===== src/rtl/hilo_pkg.sv =====
// Shared op codes and op-class helpers for the HI/LO multiply/divide unit.
package hilo_pkg;

    // Default iteration count: one operand bit per cycle for 32-bit operands.
    localparam int HILO_ITER = 32;

    localparam logic [3:0] HILO_OP_MULT  = 4'd0;
    localparam logic [3:0] HILO_OP_MULTU = 4'd1;
    localparam logic [3:0] HILO_OP_MADD  = 4'd2;
    localparam logic [3:0] HILO_OP_MSUB  = 4'd3;
    localparam logic [3:0] HILO_OP_DIV   = 4'd4;
    localparam logic [3:0] HILO_OP_DIVU  = 4'd5;
    localparam logic [3:0] HILO_OP_MTHI  = 4'd6;
    localparam logic [3:0] HILO_OP_MTLO  = 4'd7;

    // Multiply family: MULT, MULTU, MADD, MSUB.
    function automatic logic is_mul(input logic [3:0] op);
        return (op[3:2] == 2'b00);
    endfunction

    // Divide family: DIV, DIVU.
    function automatic logic is_div(input logic [3:0] op);
        return (op == HILO_OP_DIV) || (op == HILO_OP_DIVU);
    endfunction

    // Everything except the explicitly unsigned ops treats operands as signed.
    function automatic logic is_signed(input logic [3:0] op);
        return (op != HILO_OP_MULTU) && (op != HILO_OP_DIVU);
    endfunction

endpackage


===== src/rtl/hilo_iter_core.sv =====
// Iterative datapath: shift-add multiply and restoring divide on operand
// magnitudes, with the sign fix-up applied to the post-step value.
module hilo_iter_core
    import hilo_pkg::*;
#(
    parameter int WIDTH = 32
) (
    input  logic             clk_i,
    input  logic             rst_n_i,
    input  logic             load_i,
    input  logic             step_i,
    input  logic [3:0]       op_i,
    input  logic [WIDTH-1:0] a_i,
    input  logic [WIDTH-1:0] b_i,
    output logic [WIDTH-1:0] hi_o,
    output logic [WIDTH-1:0] lo_o
);

    logic [2*WIDTH-1:0] acc_q, acc_d;
    logic [WIDTH-1:0]   mag_b_q;
    logic [WIDTH-1:0]   a_raw_q;
    logic               is_div_q;
    logic               neg_main_q;   // negate product / quotient
    logic               neg_rem_q;    // remainder follows dividend sign
    logic               div_zero_q;

    logic               sgn;
    logic [WIDTH-1:0]   mag_a, mag_b;
    logic [WIDTH:0]     mul_sum;
    logic [WIDTH:0]     div_top, div_diff;
    logic [2*WIDTH-1:0] prod;
    logic [WIDTH-1:0]   quot, rem;

    assign sgn   = is_signed(op_i);
    assign mag_a = (sgn && a_i[WIDTH-1]) ? (~a_i + 1'b1) : a_i;
    assign mag_b = (sgn && b_i[WIDTH-1]) ? (~b_i + 1'b1) : b_i;

    // One shift-add (multiply) or shift-subtract (divide) step on the accumulator.
    always_comb begin
        mul_sum  = {1'b0, acc_q[2*WIDTH-1:WIDTH]} + (acc_q[0] ? {1'b0, mag_b_q} : '0);
        div_top  = acc_q[2*WIDTH-1:WIDTH-1];
        div_diff = div_top - {1'b0, mag_b_q};
        acc_d    = acc_q;
        if (is_div_q) begin
            if (div_diff[WIDTH])
                acc_d = {div_top[WIDTH-1:0], acc_q[WIDTH-2:0], 1'b0};
            else
                acc_d = {div_diff[WIDTH-1:0], acc_q[WIDTH-2:0], 1'b1};
        end else begin
            acc_d = {mul_sum, acc_q[WIDTH-1:1]};
        end
    end

    // Latch operand magnitudes and sign info on accept, then step each run cycle.
    always_ff @(posedge clk_i) begin
        if (!rst_n_i) begin
            acc_q      <= '0;
            mag_b_q    <= '0;
            a_raw_q    <= '0;
            is_div_q   <= 1'b0;
            neg_main_q <= 1'b0;
            neg_rem_q  <= 1'b0;
            div_zero_q <= 1'b0;
        end else if (load_i) begin
            acc_q      <= {{WIDTH{1'b0}}, mag_a};
            mag_b_q    <= mag_b;
            a_raw_q    <= a_i;
            is_div_q   <= is_div(op_i);
            neg_main_q <= sgn && (a_i[WIDTH-1] ^ b_i[WIDTH-1]);
            neg_rem_q  <= sgn && a_i[WIDTH-1];
            div_zero_q <= (b_i == '0);
        end else if (step_i) begin
            acc_q <= acc_d;
        end
    end

    // Sign fix-up on the value the current step produces, so the final step's
    // result is available at the completion edge.
    always_comb begin
        prod = neg_main_q ? (~acc_d + 1'b1) : acc_d;
        quot = acc_d[WIDTH-1:0];
        rem  = acc_d[2*WIDTH-1:WIDTH];
        hi_o = prod[2*WIDTH-1:WIDTH];
        lo_o = prod[WIDTH-1:0];
        if (is_div_q) begin
            if (div_zero_q) begin
                lo_o = '1;
                hi_o = a_raw_q;
            end else begin
                lo_o = neg_main_q ? (~quot + 1'b1) : quot;
                hi_o = neg_rem_q  ? (~rem + 1'b1)  : rem;
            end
        end
    end

endmodule


===== src/rtl/hilo_muldiv_unit.sv =====
// Multi-cycle multiply/divide unit owning the architectural HI/LO registers.
// Handshake: a request is taken on a rising edge where Start=1, Busy=0 and
// Cancel=0; Start seen while Busy=1 is dropped, so the requester holds it.
module hilo_muldiv_unit
    import hilo_pkg::*;
#(
    parameter int WIDTH = 32,
    parameter int ITER  = WIDTH
) (
    input  logic             Clk,
    input  logic             Reset_n,
    input  logic             Start,
    input  logic [3:0]       Op,
    input  logic [WIDTH-1:0] A,
    input  logic [WIDTH-1:0] B,
    input  logic             Cancel,
    output logic             Busy,
    output logic             Done,
    output logic [WIDTH-1:0] HI,
    output logic [WIDTH-1:0] LO
);

    localparam int CW = (ITER > 1) ? $clog2(ITER) : 1;

    typedef enum logic [0:0] {
        S_IDLE = 1'b0,
        S_RUN  = 1'b1
    } state_e;

    state_e             state_q;
    logic [CW-1:0]      cnt_q;
    logic               busy_q, done_q;
    logic [WIDTH-1:0]   hi_q, lo_q;
    logic [3:0]         op_q;

    logic               accept_iter;
    logic               core_step;
    logic [WIDTH-1:0]   core_hi, core_lo;
    logic [2*WIDTH-1:0] hilo_cur, core_res, hilo_new;

    assign accept_iter = (state_q == S_IDLE) && Start && !Cancel && (is_mul(Op) || is_div(Op));
    assign core_step   = (state_q == S_RUN) && !Cancel;

    hilo_iter_core #(.WIDTH(WIDTH)) u_core (
        .clk_i   (Clk),
        .rst_n_i (Reset_n),
        .load_i  (accept_iter),
        .step_i  (core_step),
        .op_i    (Op),
        .a_i     (A),
        .b_i     (B),
        .hi_o    (core_hi),
        .lo_o    (core_lo)
    );

    // Accumulate ops merge the product into the HI/LO value held since accept.
    always_comb begin
        hilo_cur = {hi_q, lo_q};
        core_res = {core_hi, core_lo};
        case (op_q)
            HILO_OP_MADD: hilo_new = hilo_cur + core_res;
            HILO_OP_MSUB: hilo_new = hilo_cur - core_res;
            default:      hilo_new = core_res;
        endcase
    end

    // Control FSM with Reset > Cancel > Start priority; owns HI/LO writes.
    always_ff @(posedge Clk) begin
        if (!Reset_n) begin
            state_q <= S_IDLE;
            cnt_q   <= '0;
            busy_q  <= 1'b0;
            done_q  <= 1'b0;
            hi_q    <= '0;
            lo_q    <= '0;
            op_q    <= HILO_OP_MULT;
        end else begin
            done_q <= 1'b0;
            case (state_q)
                S_IDLE: begin
                    if (Start && !Cancel) begin
                        if (Op == HILO_OP_MTHI) begin
                            hi_q <= A;
                        end else if (Op == HILO_OP_MTLO) begin
                            lo_q <= A;
                        end else if (is_mul(Op) || is_div(Op)) begin
                            state_q <= S_RUN;
                            busy_q  <= 1'b1;
                            cnt_q   <= CW'(ITER - 1);
                            op_q    <= Op;
                        end
                    end
                end
                S_RUN: begin
                    if (Cancel) begin
                        state_q <= S_IDLE;
                        busy_q  <= 1'b0;
                        cnt_q   <= '0;
                    end else if (cnt_q == '0) begin
                        hi_q    <= hilo_new[2*WIDTH-1:WIDTH];
                        lo_q    <= hilo_new[WIDTH-1:0];
                        state_q <= S_IDLE;
                        busy_q  <= 1'b0;
                        done_q  <= 1'b1;
                    end else begin
                        cnt_q <= cnt_q - 1'b1;
                    end
                end
                default: state_q <= S_IDLE;
            endcase
        end
    end

    assign Busy = busy_q;
    assign Done = done_q;
    assign HI   = hi_q;
    assign LO   = lo_q;

endmodule

===== config.mk =====
export PLATFORM = sky130hd
export DESIGN_NAME = hilo_muldiv_unit
export DESIGN_NICKNAME = d
export VERILOG_FILES = /design/src/rtl/hilo_pkg.sv /design/src/rtl/hilo_iter_core.sv /design/src/rtl/hilo_muldiv_unit.sv
export SDC_FILE = /design/constraint.sdc
export NUM_CORES = 1
export LEC_CHECK = 0
export CORE_AREA = 2 2 157 313
export CTS_CLUSTER_DIAMETER = 50
export CTS_CLUSTER_SIZE = 25
export DETAILED_ROUTE_END_ITERATION = 8
export DIE_AREA = 0 0 159 315
export PLACE_DENSITY_LB_ADDON = 0.08
export SYNTH_ARGS = -nofsm -noshare
export SYNTH_HDL_FRONTEND = slang
export SYNTH_SLANG_ARGS = --single-unit

===== constraint.sdc =====
create_clock -name Clk -period 12.45 [get_ports Clk]
set_input_delay 3.1125 -clock Clk [delete_from_list [all_inputs] [get_ports Clk]]
set_output_delay 3.1125 -clock Clk [all_outputs]
set_load 0.01 [all_outputs]

==> out/qor.yml, run 1 <==
synthesis:
  syn_area_per_cell_um2: 7.12
  synth_common_cells: "407 x nand2_1, 307 x nor2_1, 259 x a21oi_1"
  synthDominantCellAreaShare: 0.177
  synth_area_um2: 23600
  synth.ff_latch_count: 208
  ys.flop_type: "dfxtp_1"
  ys_async_sr_fraction: 0
  post-synth-top-area-cell: "dfxtp_1"
  yosysMostFrequentCell: "nand2_1"
  yosysWarnings: 0
  synth-edff-count: 0
  synthTopCellsByArea: "dfxtp_1 18%, ha_1 7.1%, nand2_1 6.5%, a21oi_1 5.5%, xnor2_1 5.3%"
  syn-instance-count: 3314
  synth.distinct_cells: 99
  syn_nets: 3523
  synth_seq_area_share: 0.177
grt:
  grt_pass1_wl_mm: 145
  grt_overflow_total: 0
  busiest_layer: "met2"
  antenna_found_initial: 1
  grtUsageTotal: 0.365
  gr-usage-met2: 0.616
  grt_max_degree: 82
  grt_use_met3: 0.0460
  grt_pass1_vias: 24400
  grt_util_met1: 0.439
die:
  io_pins: 138
  coreArea_um2: 47900
  rows: 114
  die-area_um2: 50100
  die_y_um: 315
  start_util: 0.492
  die_width_um: 159
pwr:
  peakVddDrop_v: 0.000141
  p_total_mw: 2.58
  p_per_area_nw_per_um2: 98.0
  cellLeakagePower_nw: 10.8
run:
  cap_viol_max_count: 0
worst_setup_path:
  slowest_delay_ns: 0.88
  cpMaxStageDelayCell: "nor4_1"
  r2r_slack_ns: 1.42
  cpMostUsedCell: "o21ai_0"
  end_kind: "flip-flop"
  required_ns: 12.98
  crit_type: "flip-flop to flip-flop"
  critical_path_arrival_ns: 11.56
  start_kind: "flip-flop"
  critical_path.max_fanout: 7
detailed_routing:
  drtAntennaViolNets: 0
  wl_per_cell_um: 23.9
  drt-total-wl_mm: 95.2
  routed_via_density: 6.55
  initialDrtViolationCount: 2243
  drtPass1Iterations: 6
  drc: 0
  vias: 26100
timing:
  clock_skew_ns: 0.0170
  final_max_slew_viol_count: 0
  tightest_slew_ns: 1.25
  finalHoldViolations: 0
  fin_crit_sh: 0.886
  rsz0062_at_grt: "no"
  post-route-min-period_ns: 11.03
  setup_viol: 0
  relSlewSlack: 0.162
  max_freq_mhz: 90.7
  tns_ns: 0
placed_design:
  gp_congestion: 0.991
  dp_hpwl_mm: 72.0
  io_buffers: 137
min_path:
  hold_class: "flip-flop to flip-flop"
finish:
  syn_to_final_growth_pct: 11.5
  drive_above_1_share: 0.0511
  fin_nets: 3534
  antenna_cells: 0
clocking:
  clkLatencyLatePin_ns: 0.61
  cts_buffers: 28
  clk_path_buf_depth: 3
  hold_buffers: 0
  htree_num_levels: 1
  post_cts_resized: 0
  cts_tree: "yes"
  post_cts_buffers: 0
  clockRootBuffer: "clkbuf_16"
  clk_pin_slew_ns: 0.07
  cts_sinks: 208
run_status:
  outcome: "complete, no violations"
-- logic make-up (layout without fill, tap and decap cells) --
logic type,count (synthesis),count (layout),share of synthesized area
DFF,208,208,0.177
AOI/OAI and AO/OA,1093,1093,0.319
and+or+nand+nor,1252,1252,0.255
muxes,72,72,0.0325
adders and majority gates,137,137,0.0736
xor gates and xnor gates,248,248,0.0927
buffers and inverters,304,336,0.0504
-- flip-flops by register name, summed over array words and instances (netlist names) --
| signal | count |
|---|---|
| state_q | 1 |
| cnt_q | 5 |
| u_core.neg_rem_q | 1 |
| u_core.neg_main_q | 1 |
| u_core.acc_q | 64 |
| u_core.div_zero_q | 1 |
| Done | 1 |
| Busy | 1 |
| LO | 32 |
| u_core.mag_b_q | 32 |
| op_q | 4 |
| u_core.is_div_q | 1 |
| HI | 32 |
| u_core.a_raw_q | 32 |
-- critical path: cells and delay by family, from the launching register on --
kind	cells	cell delay (ns)
mux	2	0.34
flops	1	0.37
compound gates	23	5.86
buf+inv	3	0.45
fa+ha+maj	4	1.24
simple gates	7	2.12
xor+xnor	3	0.58
-- path summary, 6_finish.rpt --
kind / start / end / cells after the start
setup / recovery: u_core.acc_q[31] / HI[30] / 42
setup reg to reg: u_core.acc_q[31] / HI[30] / 42
hold / removal: u_core.a_raw_q[0] / u_core.a_raw_q[0] / 2
hold reg to reg: u_core.a_raw_q[0] / u_core.a_raw_q[0] / 2
-- where the power goes --
part | internal, mW | leakage, nW | total, mW | switching [mW]
registers | 0.686 | 1.69 | 0.713 | 0.0273
logic | 0.346 | 8.68 | 0.981 | 0.634
clock network | 0.470 | 0.480 | 0.883 | 0.413
total | 1.50 | 10.8 | 2.58 | 1.07
-- metrics by stage --
step / cells / util / area (um2) / worst slack (ns) / hold slack, ns
2_1_floorplan: 3314 / - / 23600 / 3.25 / 0.438
3_3_place_gp: 3933 / 0.528 / 25300 / 2.06 / 0.454
3_5_place_dp: 3933 / 0.528 / 25300 / 1.63 / 0.459
4_1_cts: 3984 / 0.549 / 26300 / 1.55 / 0.469
5_1_grt: 3984 / 0.549 / 26300 / 0.557 / 0.498
6_report: 3984 / 0.549 / 26300 / 1.42 / 0.471
-- cell type report --
type                    count  area (um2)
fillers                  4872       21600
clock buffers              30         729
clock inverters            21         251
repair buffers            180        1690
well taps                 638         798
multi-input cells        2802       18300
flip-flops and latches    208        4170
inverters                 105         394
-- per-layer routing --
metal | wire (um) | vias up
li1 | - | 12300
met1 | 37500 | 12300
met2 | 43800 | 1189
met3 | 6890 | 313
met4 | 6910 | 0
met5 | 0 | -
-- cell usage in the layout, fill, tap and decap left out, types with 16 or more instances in the layout --
master / netlist / routed
nor2b_1: 25 / 25
xor2_1: 105 / 105
or4_1: 17 / 17
nand4_1: 33 / 33
nand3_1: 68 / 68
o21a_1: 22 / 22
and2_1: 67 / 66
nand2_1: 407 / 406
nor4_1: 35 / 35
a311oi_1: 27 / 27
a21o_1: 61 / 61
buf_4: 1 / 44
a211oi_1: 82 / 82
a21boi_0: 56 / 56
a211o_1: 16 / 16
inv_1: 105 / 104
a21oi_1: 259 / 259
clkbuf_16: 0 / 29
dfxtp_1: 208 / 205
or2_2: 18 / 18
and3_1: 24 / 24
o31ai_1: 39 / 38
ha_1: 134 / 134
o211a_1: 61 / 61
o211ai_1: 49 / 49
nor3_1: 101 / 101
clkdlybuf4s50_1: 0 / 136
nor2_1: 307 / 304
mux2i_1: 50 / 50
o221ai_1: 22 / 22
nor3b_1: 21 / 20
or3_1: 40 / 40
o21bai_1: 22 / 22
o21ai_0: 192 / 192
a31oi_1: 40 / 40
nand2b_1: 40 / 39
xnor2_1: 142 / 142
mux2_2: 19 / 19
(Power assumes the default switching activity.)
==> run 2: changes to the inputs <==
--- a/config.mk
+++ b/config.mk
@@ -11,6 +11,7 @@
 export DETAILED_ROUTE_END_ITERATION = 8
 export DIE_AREA = 0 0 159 315
 export PLACE_DENSITY_LB_ADDON = 0.08
+export RECOVER_POWER = 50
 export SYNTH_ARGS = -nofsm -noshare
 export SYNTH_HDL_FRONTEND = slang
 export SYNTH_SLANG_ARGS = --single-unit
==> run 2 against run 1 <==
The flow now finishes with violations (capacitance limit, slew limit). Critical path depth did not move. Clock-buffer cell count unchanged. First-iteration DRC count up 2.9%. Via count is 0.18% lower. Routed wire length hardly changed. Sequential power hardly changed. Critical endpoint is now HI[31]. Largest cell class unchanged.
==> out/qor.yml, run 2 (synthesized netlist as in run 1, its figures left out) <==
detailed_routing:
  initialDrtViolationCount: 2307  # +2.9%
  vias: 26100  # -0.18%
  drc: 0  # unchanged
  drtPass1Iterations: 6  # unchanged
  routed_via_density: 6.54  # -0.21%
  drtAntennaViolNets: 0  # unchanged
  wl_per_cell_um: 23.9  # about the same
  drt-total-wl_mm: 95.1  # about the same
worst_setup_path:
  critical_path_arrival_ns: 11.54  # -0.02 ns
  slowest_delay_ns: 0.87  # about the same
  required_ns: 12.95  # -0.03 ns
  cpMostUsedCell: "nand2_1"
  end_kind: "flip-flop"
  start_kind: "flip-flop"
  crit_type: "flip-flop to flip-flop"
  critical_path.max_fanout: 7  # unchanged
  cpMaxStageDelayCell: "nor4_1"
die:
  rows: 114  # unchanged
  start_util: 0.492  # unchanged
  io_pins: 138  # unchanged
  die-area_um2: 50100  # unchanged
  die_y_um: 315  # unchanged
  die_width_um: 159  # unchanged
  coreArea_um2: 47900  # unchanged
clocking:
  clk_path_buf_depth: 3  # unchanged
  hold_buffers: 0  # unchanged
  cts_buffers: 28  # unchanged
  post_cts_resized: 0  # unchanged
  cts_tree: "yes"
  clkLatencyLatePin_ns: 0.61  # about the same
  htree_num_levels: 1  # unchanged
  clk_pin_slew_ns: 0.07  # about the same
  cts_sinks: 208  # unchanged
  post_cts_buffers: 0  # unchanged
  clockRootBuffer: "clkbuf_16"
timing:
  clock_skew_ns: 0.0188  # +0.00187 ns
  rsz0062_at_grt: "no"
  tns_ns: 0  # unchanged
  final_max_slew_viol_count: 188  # +188
  max_freq_mhz: 90.6  # -0.12%
  tightest_slew_ns: 3.70  # +2.45 ns
  relSlewSlack: -1.46  # -1.63
  setup_viol: 0  # unchanged
  post-route-min-period_ns: 11.04  # +0.0136 ns
  timing.hold.ws_ns: 0.469  # -0.00157 ns
  fin_crit_sh: 0.887  # +0.00109
  finalHoldViolations: 0  # unchanged
pwr:
  peakVddDrop_v: 0.000141  # +0.16%
  p_per_area_nw_per_um2: 98.0  # about the same
  p_total_mw: 2.58  # about the same
  cellLeakagePower_nw: 11.1  # +2.0%
grt:
  grt_max_degree: 82  # unchanged
  grtUsageTotal: 0.365  # unchanged
  grt_overflow_total: 0  # unchanged
  grt_pass1_vias: 24400  # unchanged
  grt_pass1_wl_mm: 145  # unchanged
  antenna_found_initial: 1  # unchanged
finish:
  final_cell_mix: "406 x nand2_1, 304 x nor2_1, 259 x a21oi_1, 205 x dfxtp_1, 192 x o21ai_0"
  final_common_cell: "nand2_1"
  fillCellCount: 4874  # +0.041%
  syn_to_final_growth_pct: 11.4  # about the same
  fin_nets: 3534  # unchanged
  drive_above_1_share: 0.0496  # -0.00149
  layoutNonFillerInstCount: 3985  # +0.025%
  largest_reg_flops: 64  # unchanged
  top_register: "u_core.acc_q"
placed_design:
  gp_congestion: 0.991  # unchanged
  dp_hpwl_mm: 72.0  # unchanged
  place_inst: 3933  # unchanged
  io_buffers: 137  # unchanged
min_path:
  hold_class: "flip-flop to flip-flop"
run_status:
  failed_checks: "capacitance limit, slew limit"
  outcome: "finished, violations left"
run:
  cap_viol_max_count: 4  # +4
## run 2: changes by cell type in the layout (fill, tap and decap cells not counted), sizes merged
cell and change:
buf -5, dlygate4sd3 +69, clkbuf +5, diode +1, clkdlybuf4s50 -69
## run 2: critical path, delay by kind of cell (launching register included)
kind / cells / cell delay, ns
fa+ha+maj: 4 / 1.24
buf+inv: 3 / 0.45
compound gates: 18 / 4.80
simple gates: 12 / 3.04
xor+xnor: 3 / 0.72
mux: 2 / 0.34
flops: 1 / 0.37
## run 2: path summary, 6_finish.rpt
| path | start | endpoint | slack, ns | cells after the start |
|---|---|---|---|---|
| max | u_core.acc_q[31] | HI[31] | 1.41 | 42 |
| min | u_core.a_raw_q[0] | u_core.a_raw_q[0] | 0.47 | 2 |
| max reg2reg | u_core.acc_q[31] | HI[31] | 1.41 | 42 |
| min reg2reg | u_core.a_raw_q[0] | u_core.a_raw_q[0] | 0.47 | 2 |
## run 2: final cells by class
type                    count  area [um2]  area share
multi-input cells        2802       18300       0.695
flip-flops and latches    208        4170       0.159
repair buffers            180        1670      0.0636
well taps                 638         798      0.0304
clock buffers              30         729      0.0277
inverters                 105         394      0.0150
clock inverters            21         251     0.00957
diodes                      1        2.50   0.0000952
## run 2: metrics by stage
stage / area, um2 / utilization / worst slack [ns]
2_1_floorplan: 23600 / - / 3.25
3_3_place_gp: 25300 / 0.528 / 2.06
3_5_place_dp: 25300 / 0.528 / 1.63
4_1_cts: 26300 / 0.549 / 1.55
5_1_grt: 26300 / 0.548 / 0.556
6_report: 26300 / 0.549 / 1.41
## run 2: power by group
part,leakage (nW),switching (mW),internal (mW),total (mW)
logic,8.89,0.634,0.345,0.979
clock network,0.480,0.415,0.470,0.885
registers,1.69,0.0270,0.686,0.713
## run 2: metal layers
layer | vias to the layer above | routed length [um] | GRT usage | part of all wire
met5 | - | 0 | 0 | 0
met4 | 0 | 7020 | 0.233 | 0.074
met3 | 314 | 6440 | 0.0460 | 0.068
met2 | 1181 | 43900 | 0.616 | 0.46
met1 | 12300 | 37800 | 0.439 | 0.40
li1 | 12200 | - | - | -
